<file path="config.mk">
export PLATFORM = sky130hd
export DESIGN_NAME = lcd_seq
export DESIGN_NICKNAME = d
export VERILOG_FILES = /design/src/rtl/lcd_seq.sv
export SDC_FILE = /design/constraint.sdc
export NUM_CORES = 1
export LEC_CHECK = 0
export ABC_CLOCK_PERIOD_IN_PS = 8200
export CAP_MARGIN = 20
export CORE_UTILIZATION = 41
export CTS_CLUSTER_DIAMETER = 150
export DETAILED_ROUTE_END_ITERATION = 6
export PLACE_DENSITY = 0.62
export SLEW_MARGIN = 20
export SYNTH_ARGS = -nofsm -noshare
export SYNTH_HDL_FRONTEND = slang
export SYNTH_SLANG_ARGS = --single-unit
</file>
<file path="constraint.sdc">
create_clock -name clk_i -period 8.2 [get_ports clk_i]
set_input_delay 1.23 -clock clk_i [delete_from_list [all_inputs] [get_ports clk_i]]
set_output_delay 1.23 -clock clk_i [all_outputs]
set_load 0.05 [all_outputs]
</file>
<file path="src/rtl/lcd_seq.sv">
// rtl/lcd_seq.sv - LCD power-up/init command sequencer with host write pass-through
//
// Purpose: waits out the LCD power-up delay and then feeds a fixed init
// command ROM into the LCD bus-cycle engine. Some commands are followed by an
// extra settle delay. Once the ROM is exhausted, words from the host write
// source are forwarded. A one-deep output entry register decouples the
// sources from the bus-cycle engine.
//
// Ports:
//   clk_i        in   system clock
//   rst_i        in   asynchronous, active-high reset
//   init_i       in   re-initialise request (single-cycle pulse)
//   busy_o       out  power-up wait / init sequence in progress (registered)
//   host_rsn_i   in   host word type: 1=command, 0=data/address
//   host_data_i  in   host word
//   host_rdy_i   in   host source has a word available
//   host_rd_o    out  one-cycle pop pulse to the host source
//   lcd_rsn_o    out  held entry type to the bus-cycle engine
//   lcd_data_o   out  held entry data to the bus-cycle engine
//   lcd_rdy_o    out  held entry valid
//   lcd_rd_i     in   one-cycle read pulse from the bus-cycle engine
//
// Build option: define LCD_SEQ_CURSOR_EN to turn the cursor and blink on
// (ROM entry 3 = 0x0F instead of 0x0C).
module lcd_seq #(
  parameter real CLK_HZ = 160000000.0,
  parameter int  PWR_US = 50000,
  parameter int  GAP_US = 5000
) (
  input  logic       clk_i,
  input  logic       rst_i,
  input  logic       init_i,
  output logic       busy_o,
  input  logic       host_rsn_i,
  input  logic [7:0] host_data_i,
  input  logic       host_rdy_i,
  output logic       host_rd_o,
  output logic       lcd_rsn_o,
  output logic [7:0] lcd_data_o,
  output logic       lcd_rdy_o,
  input  logic       lcd_rd_i
);

  // Delays in clocks, rounded to nearest.
  localparam int PWR_CNT = $rtoi(real'(PWR_US) * CLK_HZ / 1.0e6 + 0.5);
  localparam int GAP_CNT = $rtoi(real'(GAP_US) * CLK_HZ / 1.0e6 + 0.5);
  localparam int MAX_CNT = (PWR_CNT > GAP_CNT) ? PWR_CNT : GAP_CNT;
  localparam int CNT_W   = (MAX_CNT > 0) ? $clog2(MAX_CNT + 1) : 1;
  localparam logic [2:0] LAST_IDX = 3'd5;

  typedef enum logic [1:0] {st_pwr, st_init, st_gap, st_run} state_t;

  state_t           state_q, state_d;
  logic [CNT_W-1:0] cnt_q, cnt_d;
  logic [2:0]       idx_q, idx_d;
  logic             pending_q, pending_d;
  logic             valid_q, valid_d;
  logic             rsn_q, rsn_d;
  logic [7:0]       data_q, data_d;
  logic             host_rd_q, host_rd_d;
  logic             busy_q, busy_d;

  logic [7:0] rom_data;
  logic       rom_gap;
  logic       restart;
  logic       can_load;
  logic       consume;

  always_comb begin
    rom_data = 8'h00;
    rom_gap  = 1'b0;
    case (idx_q)
      3'd0: begin rom_data = 8'h33; rom_gap = 1'b1; end
      3'd1: begin rom_data = 8'h32; rom_gap = 1'b1; end
      3'd2: rom_data = 8'h28;
`ifdef LCD_SEQ_CURSOR_EN
      3'd3: rom_data = 8'h0F;
`else
      3'd3: rom_data = 8'h0C;
`endif
      3'd4: rom_data = 8'h01;
      3'd5: rom_data = 8'h06;
      default: rom_data = 8'h00;
    endcase
  end

  // A pending re-init waits until the held entry has been delivered, and
  // takes priority over loading anything new in that cycle.
  assign restart  = pending_q && !valid_q && (state_q != st_pwr);
  assign can_load = !valid_q && !lcd_rd_i && !restart;
  assign consume  = valid_q && lcd_rd_i;

  always_comb begin
    state_d   = state_q;
    cnt_d     = cnt_q;
    idx_d     = idx_q;
    pending_d = pending_q | init_i;
    valid_d   = valid_q;
    rsn_d     = rsn_q;
    data_d    = data_q;
    host_rd_d = 1'b0;

    if (consume) valid_d = 1'b0;

    case (state_q)
      st_pwr: begin
        // The fresh sequence started here already satisfies any request
        // that arrived during power-up.
        if (int'(cnt_q) + 1 >= PWR_CNT) begin
          state_d   = st_init;
          cnt_d     = '0;
          idx_d     = '0;
          pending_d = 1'b0;
        end else begin
          cnt_d = cnt_q + CNT_W'(1);
        end
      end
      st_init: begin
        if (consume) begin
          if (idx_q == LAST_IDX) begin
            state_d = st_run;
          end else begin
            idx_d = idx_q + 3'd1;
            if (rom_gap) begin
              state_d = st_gap;
              cnt_d   = '0;
            end
          end
        end
        if (can_load) begin
          valid_d = 1'b1;
          rsn_d   = 1'b1;
          data_d  = rom_data;
        end
      end
      st_gap: begin
        if (int'(cnt_q) + 1 >= GAP_CNT) begin
          state_d = st_init;
          cnt_d   = '0;
        end else begin
          cnt_d = cnt_q + CNT_W'(1);
        end
      end
      st_run: begin
        // host_rd_q blocks the cycle in which the source is still popping.
        if (can_load && host_rdy_i && !host_rd_q) begin
          valid_d   = 1'b1;
          rsn_d     = host_rsn_i;
          data_d    = host_data_i;
          host_rd_d = 1'b1;
        end
      end
      default: state_d = st_pwr;
    endcase

    if (restart) begin
      state_d   = st_init;
      idx_d     = '0;
      cnt_d     = '0;
      pending_d = init_i;
    end

    busy_d = (state_d != st_run) || pending_d;
  end

  always_ff @(posedge clk_i or posedge rst_i) begin
    if (rst_i) begin
      state_q   <= st_pwr;
      cnt_q     <= '0;
      idx_q     <= '0;
      pending_q <= 1'b0;
      valid_q   <= 1'b0;
      rsn_q     <= 1'b0;
      data_q    <= 8'h00;
      host_rd_q <= 1'b0;
      busy_q    <= 1'b1;
    end else begin
      state_q   <= state_d;
      cnt_q     <= cnt_d;
      idx_q     <= idx_d;
      pending_q <= pending_d;
      valid_q   <= valid_d;
      rsn_q     <= rsn_d;
      data_q    <= data_d;
      host_rd_q <= host_rd_d;
      busy_q    <= busy_d;
    end
  end

  assign lcd_rdy_o  = valid_q;
  assign lcd_rsn_o  = rsn_q;
  assign lcd_data_o = data_q;
  assign host_rd_o  = host_rd_q;
  assign busy_o     = busy_q;

endmodule

</file>
# --- After elaboration in Yosys (flattened, before gate mapping) ---
# Index checks and enable logic that the tools add are counted.
totals:
  register_bits: 41
  memories: 0
  latch_bits: 0
  romBits: 0
  out_inout_bits: 12
  mem_bits_rw: 0
classes:
  bitwise: 1
  shifts: 0
  mul: 0
  n_eq_ne: 15
  addsub: 3
  n_lt_le_gt_ge: 2
  n_mux: 36
  div_mod_pow: 0
  reduce_logical: 22
op_table:
  columns: ["op", "n"]
  rows:
  - ["$mux 23", 6]
  - ["$pmux 23 s3", 1]
  - ["$pmux 6 s6", 1]
  - ["$ge 32x24->1 const B", 1]
  - ["$add 23x1->24 const B", 1]
  - ["$ge 24x20->1 const B", 1]
  - ["$add 23x1->23 const B", 1]
  - ["$mux 8", 2]
  - ["$pmux 8 s2", 1]
  - ["$mux 2", 6]
  - ["$mux 3", 4]
  - ["$ne 3x3->1 const B", 4]
  - ["$mux 1", 11]
  - ["$reduce_and 4->1", 2]
  - ["$logic_and 1x1->1", 7]
  - ["$eq 3x2->1 const B", 2]
  - ["$eq 3x3->1 const B", 2]
  - ["$ne 2x2->1 const B", 3]
  - ["$pmux 2 s3", 1]
  - ["$pmux 3 s2", 1]
  - ["$eq 2x2->1 const B", 2]
  - ["$logic_not 1->1", 4]
  - ["$pmux 1 s2", 2]
  - ["$reduce_bool 2->1", 2]
  - ["11 further kinds", 11]

# --- Longest topological paths before layout ---
# Gate-level depths: netlist of run 1.
depth:
  word_depth: 10
  ltp_mapped: 12
  ltp_nobuf: 10

# --- Worst setup path before layout of run 1 ---
# Ideal clock, no wire load.
synth_path:
  path_type: "flip-flop to flip-flop"
  from: "register cnt_q[0]"
  to: "register idx_q[0]"
  slack_ps: 5379
  setup_ps: 125
  t_arrival_ps: 2696
  path_stages_with_launch: 10
  n_path_buf: 0
  cell_sequence: "dfrtp_1 -> ha_1 -> nand2_1 -> or4_1 -> a2111oi_0 -> a221o_1 -> o211a_1 -> nand2b_1 -> o221a_2 -> mux2_2"
synth_via:
  elab_chain_cells: 4
synth_lines:
  columns: ["element", "line", "text"]
  rows:
  - ["start: declaration", "54", "logic [CNT_W-1:0] cnt_q, cnt_d;"]
  - ["start signal: assignment", "179", "cnt_q <= cnt_d;"]
  - ["$add 23x1->24", "109", "if (int'(cnt_q) + 1 >= PWR_CNT) begin"]
  - ["$ge 32x24->1", "109", null]
  - ["$ne 3x3->1 (no source line)", null, null]
  - ["$reduce_and 4->1 (no source line)", null, null]
  - ["end signal: assignment", "180", "idx_q <= idx_d;"]
  - ["end: declaration", "55", "logic [2:0] idx_q, idx_d;"]
# No other way between the ends.
# A chain may end at the register's enable or synchronous reset.

# --- Final worst setup path of run 1 ---
layout_path:
  from: "register cnt_q[3]"
  to: "register cnt_q[2]"
layout_via:
  elab_chain_cells: 5
  elab_cells_between_ends: 7
layout_lines:
  columns: ["element", "line", "text"]
  rows:
  - ["$add 23x1->24 *", "109, 137", null]
  - ["$ge 32x24->1 or $ge 24x20->1 (tied branches)", "109, 137", null]
  - ["$mux 23 (on tied branches)", "109, 137", null]
  - ["$pmux 23 s3 *", "105", "case (state_q)"]
  - ["$mux 23 *", "156", "if (restart) begin"]
# Every way passes the cells marked *; elsewhere a longest branch is shown, timed or not.

==> results_dict.tcl, run 1 <==
set metrics [dict create \
    ios 26 \
    p_seq_frac 0.333 \
    rows 31 \
    peakVddDrop_mv 0.126 \
    fin_util 0.480 \
    ys.warnings.count 0 \
    cp_num_buf_inv 0 \
    drtAntennaViolNets 0 \
    max-cap-violations 0 \
    synth_area_leaders "dfrtp_1 (33%), nand2_1 (5.2%), ha_1 (4.5%), nor2_1 (3.4%), o31ai_2 (2.9%)" \
    holdBufCountCts 0 \
    die_h_um 88.4 \
    cp_slowest_stage_delay_ns 0.68 \
    clock_skew_ns 0.00924 \
    start_util 0.424 \
    synth_edf_count 0 \
    syn_nets 373 \
    grt_use_met3 0.0326 \
    hpwl_um 5680 \
    switching_power_uw 423 \
    grt_use_met2 0.346 \
    seqCellArea_um2 1030 \
    rsz0062_at_grt "false" \
    max_freq_mhz 266 \
    required_ns 8.43 \
    io_buffers 25 \
    cts_setup_buffers 0 \
    yosysTopAreaCell "dfrtp_1" \
    worst_ep_arrival_time_ns 4.00 \
    netSwitchingFraction 0.456 \
    startpoint_type "flop" \
    p_clk_frac 0.182 \
    crit_type "reg2reg" \
    slowest_stage "or4_1" \
    ys_seq_area_frac 0.336 \
    num-nets-final 385 \
    postRouteWirelength_um 7960 \
    fillerInstances 719 \
    core_region_area_um2 7210 \
    multi_input_area_um2 1870 \
    crit_chain "nand3_1 -> or4_1 -> xor2_1 -> nand3b_1 -> o31a_1 -> o32a_2 -> nor3_2 -> a22o_1" \
    worstSetupEndpointType "flop" \
    hold_path_class "reg2reg" \
    ys.flop_type "dfrtp_1" \
    syn_avg_cell_area_um2 8.79 \
    ctsResizeCount 0 \
    grt_use_total 0.223 \
    relSlewSlack 0.412 \
    antenna_found_initial 0 \
    status "completed" \
    use_met1 0.316 \
    drt-pass1-iter-count 5 \
    cts_made_buffers 5 \
    area_growth_pct 13.1 \
    n_antenna_cell 0 \
    die_area_um2 7810 \
    synth_seq_cells 41 \
    synth_area_um2 3060 \
    clk_path_buf_depth 2 \
    drive_above_1_share 0.114 \
    internal_power_uw 504 \
    cts_tree "yes" \
    die_w_um 88.4 \
    avgRoutedWirePerCell_um 17.3 \
    root_buffer "clkbuf_8" \
    power_leakage_nw 1.41 \
    clock-sinks 41 \
    busiest_layer "met2" \
    clk_latency_ns 0.30 \
    viasPerCell 5.93 \
    num_vias 2729 \
    period_share 0.459 \
    ys_types 68 \
    final.min_clock_period_ns 3.77 \
    clkTransAtPathRegs_ns 0.09 \
    yosysTopAreaCellShare 0.327 \
    grt_overflow 0 \
    path_delay_family "simple AND/OR/NAND/NOR gates" \
    drt_iter0_drc 233 \
    syn_inst 348 \
    drv_slew 0 \
    tns_ns 0 \
    async_flop_share 1.00 \
    grt_max_degree 42 \
    finalSetupViolations 0 \
    p_comb_frac 0.485 \
    grt_pass1_wl_um 13300 \
    tightest_slew_ns 0.874 \
    hold_viol 0 \
    grt_pass1_vias 2606 \
    ctsHtreeMaxLevel 2 \
    place_congestion 0.858 \
    critical_path.max_fanout 12 \
    powerDensity_nw_per_um2 268 \
    drc_errors 0 \
]
-- placed cells by master, fill, tap and decap left out, types with 4 or more instances in the layout --
master,count
xnor2_1,7
a21oi_1,12
and3_1,4
nand2_1,42
o31ai_2,7
inv_1,14
ha_1,11
dfrtp_1,40
o31ai_1,8
nor4_1,9
clkbuf_8,5
nor2_1,28
a22o_1,9
clkdlybuf4s50_1,25
nand3_1,13
a31oi_1,9
nor3_1,7
o21ai_0,16
or4_1,4
o22ai_1,4
nor2b_1,4
a2111oi_0,4
nand4_1,7
-- worst register-to-register path: cells and delay by family (launching register included) --
kind,cells,cell delay [ns]
and+or+nand+nor,4,1.80
AOI/OAI and AO/OA,3,1.18
DFF,1,0.50
xor gates and xnor gates,1,0.22
-- path summary, 6_finish.rpt --
path | start | end | slack (ns) | cells after the start
setup / recovery | cnt_q[3] | cnt_q[2] | 4.43 | 8
hold / removal | lcd_data_o[7] | lcd_data_o[7] | 0.47 | 2
setup reg to reg | cnt_q[3] | cnt_q[2] | 4.43 | 8
hold reg to reg | lcd_data_o[7] | lcd_data_o[7] | 0.47 | 2
max in group asynchronous | rst_i | cnt_q[20] | 6.45 | 3
min in group asynchronous | rst_i | lcd_rsn_o | 1.37 | 3
-- per-stage QoR --
step / setup WS [ns] / cells / power (mW) / hold slack [ns] / instance area, um^2
final: 4.43 / 460 / 0.927 / 0.475 / 3460
after global routing: 4.27 / 460 / 0.983 / 0.509 / 3460
after CTS: 4.49 / 460 / 0.929 / 0.480 / 3460
after detailed placement: 4.51 / 452 / 0.758 / 0.459 / 3350
after global placement: 4.53 / 452 / 0.750 / 0.453 / 3350
after floorplan: 5.38 / 348 / 0.640 / 0.488 / 3060
-- power by group through the flow --
stage | logic (mW) | clock network (mW) | registers [mW]
3_5_place_dp | 0.446 | 0 | 0.312
2_1_floorplan | 0.295 | 0 | 0.345
4_1_cts | 0.449 | 0.173 | 0.308
5_1_grt | 0.485 | 0.181 | 0.317
6_report | 0.450 | 0.169 | 0.309
3_3_place_gp | 0.440 | 0 | 0.310
-- registers in the layout, summed over array words and instances (netlist names) --
signal,flops
pending_q,1
lcd_data_o,8
idx_q,3
busy_o,1
host_rd_o,1
state_q,2
lcd_rdy_o,1
lcd_rsn_o,1
cnt_q,23
-- Yosys cell counts, drive strengths merged, types with 3 or more instances --
library cell  count
a2111oi           4
a211oi            3
a21oi            12
a22o              9
a31o              3
a31oi             9
and2              4
and3              4
buf              12
clkbuf           11
dfrtp            40
ha               11
inv              15
nand2            42
nand2b            3
nand3            15
nand4             9
nor2             29
nor2b             4
nor3              8
nor4             12
o211ai            3
o21ai            16
o22ai             4
o31ai            15
o32ai             3
or4               4
xnor2             7
-- layout make-up --
| cell class | instances | area share |
|---|---|---|
| inverter | 15 | 0.0163 |
| sequential | 41 | 0.297 |
| clock buffer | 6 | 0.0210 |
| timing repair buffer | 28 | 0.0788 |
| tap | 99 | 0.0358 |
| multi-input combinational | 269 | 0.540 |
| clock inverter | 2 | 0.0112 |
-- kinds of logic (layout without fill, tap and decap cells) --
| family | Yosys count | after routing | synth area share |
|---|---|---|---|
| and+or+nand+nor | 143 | 143 | 0.263 |
| AOI/OAI and AO/OA | 103 | 103 | 0.264 |
| DFF | 41 | 41 | 0.336 |
| buffers and inverters | 38 | 51 | 0.0556 |
| adders and majority gates | 11 | 11 | 0.0450 |
| xor gates and xnor gates | 8 | 8 | 0.0229 |
| muxes | 4 | 4 | 0.0139 |
-- per-layer routing --
metal / vias to the layer above / share of wire
li1: 1331 / -
met1: 1289 / 0.47
met2: 96 / 0.45
met3: 13 / 0.058
met4: 0 / 0.021
met5: - / 0
Note: power is estimated with default switching activity, not from simulation.
==> run 2: changes to the inputs <==
Settings changed: ABC_CLOCK_PERIOD_IN_PS 8200 to 3750.
Clock period 8.2 ns to 3.75 ns, I/O delays scaled along.
==> run 2 against run 1 <==
Register-to-register slack got worse by 4.0 ns. Non-clock buffer count rose by 6. Design area rose by 0.69%. Via count barely moved. Sequential share of layout area fell by 0.20 points. Hold slack barely moved. Highest routed layer unchanged.
==> results_dict.tcl, run 2 (synthesis results as in run 1) <==
set metrics [dict create \
    status "completed" \
    io_buffers 25 \
    ios 26 \
    worstSetupEndpointType "flop" \
    avgRoutedWirePerCell_um 16.4 \
    max-cap-violations 0 \
    holdBufCountCts 0 \
    clock-sinks 41 \
    largest_register "cnt_q" \
    final_area_um2 3480 \
    startpoint_type "flop" \
    hold_path_class "reg2reg" \
    start_util 0.424 \
    clock_skew_ns 0.00741 \
    relSlewSlack 0.354 \
    place_congestion 0.893 \
    dpl_cell_area_um2 3390 \
    grt_overflow 0 \
    root_buffer "clkbuf_8" \
    layout_commonest_cell "nand2_1" \
    timing.hold.ws_ns 0.475 \
    hpwl_um 5630 \
    grt_max_degree 42 \
    die_w_um 88.4 \
    drt-pass1-iter-count 4 \
    clkTransAtPathRegs_ns 0.08 \
    clk_path_buf_depth 2 \
    ctsResizeCount 0 \
    drc_errors 0 \
    clk_latency_ns 0.30 \
    num-nets-final 391 \
    cp_slowest_stage_delay_ns 0.67 \
    viasPerCell 5.85 \
    grt_pass1_vias 2545 \
    area_growth_pct 13.9 \
    cts_setup_buffers 0 \
    grt_pass1_wl_um 12700 \
    core_region_area_um2 7210 \
    layout.cells.most_common_list "nand2_1 (42), dfrtp_1 (40), nor2_1 (27)" \
    power_leakage_nw 1.42 \
    slowest_stage "or4_1" \
    hold_viol 0 \
    final.min_clock_period_ns 3.33 \
    grt_use_total 0.210 \
    critical_path.max_fanout 11 \
    period_share 0.888 \
    finalSetupViolations 0 \
    postRouteWirelength_um 7660 \
    num_vias 2728 \
    cts_tree "yes" \
    max_freq_mhz 300 \
    fin_util 0.483 \
    worst_ep_arrival_time_ns 3.53 \
    ctsHtreeMaxLevel 2 \
    largest_reg_flops 23 \
    crit_chain "nand3_1 -> or4_1 -> xor2_1 -> nand3b_1 -> o31a_1 -> o32ai_4 -> nand2_1 -> o31ai_1" \
    rsz0062_at_grt "false" \
    drt_iter0_drc 156 \
    powerDensity_nw_per_um2 563 \
    required_ns 3.95 \
    crit_type "reg2reg" \
    drtAntennaViolNets 0 \
    die_h_um 88.4 \
    n_antenna_cell 0 \
    drv_slew 0 \
    drive_above_1_share 0.131 \
    die_area_um2 7810 \
    rows 31 \
    tns_ns 0 \
    tightest_slew_ns 0.960 \
    peakVddDrop_mv 0.383 \
    r2r_slack_ns 0.42 \
    antenna_found_initial 0 \
    cts_made_buffers 5 \
]
run 2: cell types whose count changed in the layout (fill, tap and decap cells not counted), sizes merged:
cell and delta:
clkinvlp +2, buf +6, bufinv -1, clkinv -1
run 2: final timing paths:
check / depth (start not counted) / startpoint / to
worst max-delay path: 8 / cnt_q[3] / cnt_q[8]
max in group asynchronous: 3 / rst_i / busy_o
worst max register to register: 8 / cnt_q[3] / cnt_q[8]
worst min-delay path: 2 / lcd_data_o[6] / lcd_data_o[6]
worst min register to register: 2 / lcd_data_o[6] / lcd_data_o[6]
min in group asynchronous: 3 / rst_i / lcd_data_o[5]
run 2: final cells by class:
type,instances,area (um^2)
Fill cell,731,3730
Multi-Input combinational cell,269,1870
Sequential cell,41,1030
Timing Repair Buffer,34,318
Tap cell,99,124
Clock buffer,6,72.6
Inverter,15,56.3
Clock inverter,2,15.0
run 2: per-layer routing:
metal | track usage | part of all wire | up-vias
met3 | 0.0308 | 0.033 | 8
met5 | 0 | 0 | -
met1 | 0.303 | 0.50 | 1313
li1 | - | - | 1356
met4 | 0.0528 | 0.0084 | 0
met2 | 0.331 | 0.46 | 51
run 2: critical path, delay by kind of cell, from the launching register on:
family | cells | cell delay [ns]
AND/OR/NAND/NOR | 4 | 1.44
AO/OA/AOI/OAI | 3 | 1.09
flip-flops | 1 | 0.48
XOR/XNOR | 1 | 0.21
run 2: power breakdown:
group          internal, mW  switching [mW]
sequential            0.545           0.125
clock                 0.131           0.165
combinational         0.377           0.619
total                  1.05           0.908
run 2: per-stage QoR:
step / instances / worst slack [ns] / power, mW
floorplan: 348 / 0.929 / 1.40
CTS: 466 / 0.411 / 1.97
global route: 466 / 0.135 / 2.09
global placement: 458 / 0.388 / 1.65
detailed placement: 458 / 0.436 / 1.67
finish: 466 / 0.421 / 1.96
